## src/rtl/bin2bcd_pkg.sv

```systemverilog
// bin2bcd_pkg: shared constants, state encoding and sizing helper for the BCD converter
package bin2bcd_pkg;
   localparam int WIDTH_DEF = 16;
   localparam int DIGITS_DEF = 5;
   localparam logic [3:0] ADJ_THRESH = 4'd5;
   typedef enum logic [1:0] {IDLE = 2'd0, CONV = 2'd1, FINISH = 2'd2, WAIT_LOW = 2'd3} state_e;
   function automatic int dec_digits(input int width);
      longint m;
      int n;
      m = (longint'(1) << width) - 1;
      n = 1;
      for (int i = 0; i < 20; i++)
         if (m >= 10) begin
            m = m / 10;
            n = n + 1;
         end
      return n;
   endfunction
endpackage

```

## src/rtl/bin2bcd_digit_adj.sv

```systemverilog
// bcd_digit_adj: one double-dabble cell, adds 3 to a BCD digit of 5 or more
module bcd_digit_adj
   import bin2bcd_pkg::*;
(
   input  logic [3:0] d,
   output logic [3:0] q
);
   assign q = (d >= ADJ_THRESH) ? d + 4'd3 : d;
endmodule

```

## src/rtl/bin2bcd.sv

```systemverilog
// bin2bcd: sequential double-dabble binary-to-BCD converter, one bit per clock
module bin2bcd
   import bin2bcd_pkg::*;
#(
   parameter int WIDTH = WIDTH_DEF,
   parameter int DIGITS = DIGITS_DEF
) (
   input  logic                  clk,
   input  logic                  reset,
   input  logic                  init,
   input  logic [WIDTH-1:0]      in_bin,
   output logic                  busy,
   output logic                  done,
   output logic [4*DIGITS-1:0]   bcd
);
   localparam int CW = $clog2(WIDTH + 1);
   localparam int BW = 4 * DIGITS;
   if (DIGITS < dec_digits(WIDTH)) begin : g_size_chk
      $error("bin2bcd: DIGITS too small to hold 2**WIDTH-1");
   end
   state_e state_q, state_d;
   logic [CW-1:0] count_q, count_d;
   logic [WIDTH-1:0] shift_q, shift_d;
   logic [BW-1:0] scratch_q, scratch_d, bcd_q, bcd_d, adj;
   logic busy_q, busy_d, done_q, done_d;
   logic [BW+WIDTH-1:0] sh;
   for (genvar i = 0; i < DIGITS; i++) begin : g_adj
      bcd_digit_adj u_adj (.d(scratch_q[4*i +: 4]), .q(adj[4*i +: 4]));
   end
   assign sh = {adj, shift_q} << 1;
   // next-state logic: latch operand, iterate adjust+shift, publish result, wait for init low
   always_comb begin
      state_d = state_q;
      count_d = count_q;
      shift_d = shift_q;
      scratch_d = scratch_q;
      bcd_d = bcd_q;
      busy_d = busy_q;
      done_d = 1'b0;
      case (state_q)
         IDLE: if (init) begin
            shift_d = in_bin;
            scratch_d = '0;
            count_d = CW'(WIDTH);
            busy_d = 1'b1;
            state_d = CONV;
         end
         CONV: begin
            {scratch_d, shift_d} = sh;
            count_d = count_q - 1'b1;
            state_d = (count_q == CW'(1)) ? FINISH : CONV;
         end
         FINISH: begin
            bcd_d = scratch_q;
            done_d = 1'b1;
            busy_d = 1'b0;
            state_d = init ? WAIT_LOW : IDLE;
         end
         WAIT_LOW: state_d = init ? WAIT_LOW : IDLE;
         default: begin
            state_d = IDLE;
            busy_d = 1'b0;
         end
      endcase
   end
   // state registers; reset aborts any conversion in flight
   always_ff @(posedge clk) begin
      if (reset) begin
         state_q <= IDLE;
         count_q <= '0;
         shift_q <= '0;
         scratch_q <= '0;
         bcd_q <= '0;
         busy_q <= 1'b0;
         done_q <= 1'b0;
      end else begin
         state_q <= state_d;
         count_q <= count_d;
         shift_q <= shift_d;
         scratch_q <= scratch_d;
         bcd_q <= bcd_d;
         busy_q <= busy_d;
         done_q <= done_d;
      end
   end
   assign busy = busy_q;
   assign done = done_q;
   assign bcd = bcd_q;
endmodule

```

## config.mk

```make
export PLATFORM = sky130hd
export DESIGN_NAME = bin2bcd
export DESIGN_NICKNAME = d
export VERILOG_FILES = /design/src/rtl/bin2bcd_pkg.sv /design/src/rtl/bin2bcd_digit_adj.sv /design/src/rtl/bin2bcd.sv
export SDC_FILE = /design/constraint.sdc
export NUM_CORES = 1
export LEC_CHECK = 0
export ABC_AREA = 1
export BUFFER_PORTS_ARGS = -buffer_cell sky130_fd_sc_hd__buf_2
export CELL_PAD_IN_SITES_DETAIL_PLACEMENT = 0
export CELL_PAD_IN_SITES_GLOBAL_PLACEMENT = 1
export CORE_MARGIN = 1.5
export CORE_UTILIZATION = 42
export CTS_CLUSTER_SIZE = 12
export DETAILED_ROUTE_END_ITERATION = 10
export PLACE_DENSITY = 0.85
export SYNTH_ARGS = -nofsm -noshare
export SYNTH_HDL_FRONTEND = slang
export SYNTH_HIERARCHICAL = 1
export SYNTH_SLANG_ARGS = --single-unit
```

## constraint.sdc

```tcl
create_clock -name clk -period 1.4 [get_ports clk]
set_input_delay 0.28 -clock clk [delete_from_list [all_inputs] [get_ports clk]]
set_output_delay 0.28 -clock clk [all_outputs]
set_load 0.01 [all_outputs]
```

==> metrics.md, run 1 <==
| Metric | Value |
|---|---|
| Final nets | 525 |
| Hold-fix buffers, CTS | 0 |
| Drt pass-1 iters | 4 |
| Via count | 2799 |
| Layout cell share with drive strength beyond 1 | 0.248 |
| CP bufs+invs | 1 |
| Layout Skew | 0.00586 ns |
| Most frequent cells in the layout | nand2_1 (138), dfxtp_1 (60), nor2_1 (41) |
| Detailed placer's ending HPWL | roughly 4600 um |
| FF-to-FF Start | scratch_q[12] |
| Worst Min Path Start | in_bin[0] |
| CTS tree | yes |
| Final max-slew violation count | 0 |
| Clock-pin slew on the worst setup and hold paths | 0.07 ns |
| Io pins | between 40 and 50 |
| Cell family with most CP delay | flip-flops |
| Final Cell Area | 3790 um^2 |
| Detailed Route Iter0 Violations | 117 |
| Cell mode on critical path | nor2_4 |
| Core area | between 7000 and 8000 um^2 |
| Max cap viols | 0 |
| Initial Utilization | 0.440 |
| Mapped cell area | 3240 um^2 |
| Number of global-route vias before repair | around 2600 |
| Crit path from | scratch_q[12] |
| Root Buffer | clkbuf_8 |
| Post-DP Area | 3590 um^2 |
| N_diodes | 0 |
| Status | completed |
| Largest net degree at the start of global routing | 28 |
| Tightest Pin Transition | 0.300 ns |
| CP max stage delay | roughly 0.38 ns |
| Initial antenna violation count | 0 |
| CTS H-tree depth | 3 |
| Fin. Hold Viols | 0 |
| Worst vdd ir | ~0.4 mV |
| Post-Syn Instances | 445 |
| Cell Chain, Critical Path | inv_1 -> ha_1 -> nor2_4 -> nor2_4 -> a21oi_2 -> nand2_1 -> a21oi_1 |
| PD cells | 1020 nW/um^2 |
| Worst skew pair latency | 0.34 ns |
| Ys Warns | 6 |
| Post-Syn Area per Cell | approximately 7.3 um^2 |
| CP required | 1.66 ns |
| Slowest cell on the critical path | dfxtp_2 |
| Final setup violation count | 0 |
| Critical path peak fanout | 6 |
| Clock period minus worst slack | 1.29 ns |
| GP Congestion | 0.796 |
| WP data arrival | around 1.6 ns |
| GR Overflow Total | 0 |
| Vias per inst | 4.68 |
| Fin crit share | 0.922 |
| Crit end category | register |
| WL/cell | 11.1 um |
| GRT Util Overall | 0.169 |
| DIE HEIGHT | 90.8 um |
| Leakage | about 1.7 nW |
| Setup TNS | 0 ns |
| Fmax | 775 MHz |
| Die area | a little over 8000 um^2 |
| Width of the die | 90.8 um |
| Commonest non-fill, non-tap cell in the layout | nand2_1 |
| CTS Buf Count | 9 |
| Final ANT Viol Nets | 0 |
| Final Routed Wirelength | 6660 um |
| CP startpoint kind | register |
| Setup CP Type | reg -> reg |
| Maximum clock path buffer count | 2 |
| First-pass GRT wire length | 11400 um |
| HP Class | in -> reg |
| Syn nets | 476 |
| Clock sink count | 65 |
| Relative slew slack | 0.800 |
| PortBufs | 40 |
| Row count | 31 |
| Number of remaining DRC errors | 0 |
| Area Overhead vs Synth | 17.1% |
[per-stage QoR]
step	total power [mW]	util	cells	setup slack, ns	hold slack [ns]
final	3.88	0.515	598	0.109	0.210
after global routing	4.07	0.515	598	-0.00549	0.203
after CTS	3.95	0.514	598	0.0327	0.192
after detailed placement	2.40	0.487	582	0.0612	0.453
after global placement	2.39	0.487	582	0.0942	0.448
after floorplan	2.29	-	445	0.175	0.415
[final cells by class]
class,instances,area [um^2]
clock buffers,14,183
flip-flops and latches,65,1310
repair buffers,57,353
inverters,45,169
clock inverters,2,10.0
well taps,99,124
multi-input cells,316,1650
fillers,754,3580
[power by group]
group          leakage (nW)  internal (mW)  switching (mW)
Sequential            0.532           1.92          0.0411
Clock                 0.102          0.832           0.698
Combinational          1.05          0.162           0.227
Total                  1.68           2.91           0.966
[worst min-delay path: stages]
cell,delay [ns]
buf_2,0.10
nand2_1,0.06
a21oi_1,0.05
[routing by layer]
metal / up-vias / GRT usage / routed length (um)
met1: 1265 / 0.201 / 3180
met5: - / 0 / 0
met3: 5 / 0.0446 / 228
met2: 33 / 0.294 / 3200
met4: 0 / 0.0547 / 57
li1: 1496 / - / -
[sequential cells by signal, summed over array words and instances (netlist names)]
register / count
done: 1
state_q: 2
bcd: 20
count_q: 5
scratch_q: 20
busy: 1
shift_q: 16
[timing repair]
item | CTS | global route
setup endpoints to repair | 0 | 15
hold endpoints to repair | 0 | 0
buffers inserted | 0 | 0
resized for setup | 0 | 6
[path summary, 6_finish.rpt]
path,slack (ns),endpoint,depth (start not counted)
min,0.21,shift_q[0],3
max reg2reg,0.11,scratch_q[16],7
min reg2reg,0.46,shift_q[0],2
max,0.11,scratch_q[16],7
Power figures use the tool's default switching activity.
==> inputs of run 2 (changes only) <==
--- a/config.mk
+++ b/config.mk
@@ -10,10 +10,10 @@
 export CELL_PAD_IN_SITES_DETAIL_PLACEMENT = 0
 export CELL_PAD_IN_SITES_GLOBAL_PLACEMENT = 1
 export CORE_MARGIN = 1.5
-export CORE_UTILIZATION = 42
-export CTS_CLUSTER_SIZE = 12
+export CORE_UTILIZATION = 43
+export CTS_BUF_LIST = sky130_fd_sc_hd__clkbuf_2
 export DETAILED_ROUTE_END_ITERATION = 10
-export PLACE_DENSITY = 0.85
+export PLACE_DENSITY = 0.86
 export SYNTH_ARGS = -nofsm -noshare
 export SYNTH_HDL_FRONTEND = slang
 export SYNTH_HIERARCHICAL = 1
==> metrics.md, run 2 (synthesis results as in run 1) <==
| Metric | Value |
|---|---|
| Layout cell share with drive strength beyond 1 | 0.273 (+0.0240) |
| Final nets | 525 (unchanged) |
| Width of the die | 89.8 um (-1.1%) |
| Worst R2R End | scratch_q[10] |
| Root Buffer | clkbuf_2 |
| Final Cell Area | 3740 um^2 (-1.3%) |
| Fin. Hold Viols | 0 (unchanged) |
| CP required | 1.82 ns (+0.16 ns) |
| Tightest Pin Transition | 0.380 ns (+0.0794 ns) |
| Final ANT Viol Nets | 0 (unchanged) |
| HP Class | in -> reg |
| GRT Util Overall | 0.177 (+0.00830) |
| Final setup violation count | 0 (unchanged) |
| Io pins | 41 (unchanged) |
| Cell family with most CP delay | simple AND/OR/NAND/NOR gates |
| Final setup margin | 0.0734 ns (-0.0356 ns) |
| Hold Path Sink | shift_q[2] |
| Clock period minus worst slack | 1.33 ns (+0.0356 ns) |
| CP max stage delay | 0.37 ns (about the same) |
| Most frequent cells in the layout | nand2_1 (137), dfxtp_1 (57), nor2_1 (41) |
| Post-DP Area | 3580 um^2 (-0.21%) |
| Initial antenna violation count | 0 (unchanged) |
| Layout Cells excl Fill | 598 (unchanged) |
| Hold Path Depth | 3 (unchanged) |
| Detailed Route Iter0 Violations | 89 (-24%) |
| Relative slew slack | 0.747 (-0.0530) |
| DIE HEIGHT | 89.8 um (-1.1%) |
| Setup TNS | 0 ns (unchanged) |
| Drt pass-1 iters | 4 (unchanged) |
| Commonest non-fill, non-tap cell in the layout | nand2_1 |
| Worst slack, placed | 0.0111 ns (-0.0500 ns) |
| Final Routed Wirelength | 6670 um (+0.23%) |
| CP startpoint kind | register |
| Cell Chain, Critical Path | inv_2 -> ha_1 -> nand2_1 -> nand2_2 -> nor2_4 -> nand2_1 -> o21ai_2 -> nand2_1 -> a21oi_2 |
| Final max-slew violation count | 0 (unchanged) |
| GP Congestion | 0.793 (-0.31%) |
| Largest net degree at the start of global routing | 39 (+39%) |
| FF-to-FF Start | scratch_q[9] |
| Number of global-route vias before repair | 2613 (+0.19%) |
| Slowest cell on the critical path | dfxtp_2 |
| WL/cell | 11.2 um (+0.23%) |
| Core area | 7250 um^2 (-1.6%) |
| Cells on worst reg2reg path | 9 (+2) |
| GR Overflow Total | 0 (unchanged) |
| Maximum clock path buffer count | 2 (unchanged) |
| Finished Core Util | 0.516 (+0.00153) |
| Worst Min Path Start | in_bin[2] |
| CP bufs+invs | 1 (unchanged) |
| Via count | 2792 (-0.25%) |
| Number of remaining DRC errors | 0 (unchanged) |
| R2R Setup Slk | 0.07 ns (-0.04 ns) |
| Detailed placer's ending HPWL | 4490 um (-1.8%) |
| PortBufs | 40 (unchanged) |
| Die area | 8060 um^2 (-2.2%) |
| Placed Cells | 581 (-0.17%) |
| Layout Skew | 0.0163 ns (+0.0104 ns) |
| CTS Buf Count | 9 (unchanged) |
| Setup CP Type | reg -> reg |
| Initial Utilization | 0.447 (+0.00705) |
| Max cap viols | 0 (unchanged) |
| Status | completed |
| Fin crit share | 0.948 (+0.0255) |
| Worst skew pair latency | 0.48 ns (+0.14 ns) |
| Fmax | 754 MHz (-2.7%) |
| WP data arrival | 1.75 ns (+0.19 ns) |
| Leakage | 1.64 nW (-2.4%) |
| PD cells | 914 nW/um^2 (-11%) |
| CTS tree | yes |
| N_diodes | 0 (unchanged) |
| Crit end category | register |
| CTS H-tree depth | 3 (unchanged) |
| Vias per inst | 4.67 (-0.25%) |
| Clock-pin slew on the worst setup and hold paths | 0.17 ns (+0.10 ns) |
| Row count | 31 (unchanged) |
| Worst vdd ir | 0.492 mV (+26%) |
| First-pass GRT wire length | 11700 um (+2.7%) |
| Area Overhead vs Synth | 15.6% |
| Clock sink count | 65 (unchanged) |
| Critical path peak fanout | 4 (-2) |
| Cell mode on critical path | nand2_1 |
-- run 2: worst min-delay path: cells and delay by family --
family | cells | cell delay [ns]
buf+inv | 1 | 0.10
simple gates | 2 | 0.14
-- run 2: what timing repair did --
action	CTS	global route
setup endpoints to repair	2	33
hold buffers	1	0
setup buffers	0	0
gates resized for setup	1	20
hold endpoints to repair	1	0
pin swaps	0	6
-- run 2: cell type report --
class                      instances  area (um^2)
clock buffer                      12         60.1
clock inverter                     4         43.8
fill                             760         3510
inverter                          45          173
multi-input combinational        316         1670
sequential                        65         1320
tap                               99          124
timing repair buffer              57          355
-- run 2: worst max-delay path by stage --
stage / startpoint / to / slack, ns / cells after the start
2_1_floorplan: scratch_q[0] / scratch_q[2] / 0.18 / 8
3_3_place_gp: scratch_q[8] / scratch_q[10] / 0.06 / 7
3_5_place_dp: scratch_q[0] / scratch_q[2] / 0.01 / 7
4_1_cts: scratch_q[8] / scratch_q[10] / 0.003 / 7
5_1_grt: scratch_q[9] / scratch_q[10] / -0.02 / 9
6_report: scratch_q[9] / scratch_q[10] / 0.07 / 9
-- run 2: power breakdown --
part	switching [mW]	total, mW	internal, mW
Sequential	0.0411	1.96	1.92
Clock	0.647	1.07	0.425
Combinational	0.230	0.391	0.161
Total	0.918	3.42	2.50
-- run 2: through the flow --
stage                     hold slack, ns  total power, mW
final                             0.0542             3.42
after global routing             0.00284             3.63
after CTS                        0.00413             3.48
after detailed placement           0.460             2.39
after global placement             0.448             2.39
after floorplan                    0.415             2.29
-- run 2: metal layers --
layer  part of all wire  wire [um]  vias to the layer above  track usage
met3              0.037        248                        9       0.0355
met2               0.46       3040                       42        0.296
met4              0.015        100                        0       0.0754
met1               0.49       3280                     1246        0.222
li1                   -          -                     1495            -
met5                  0          0                        -            0
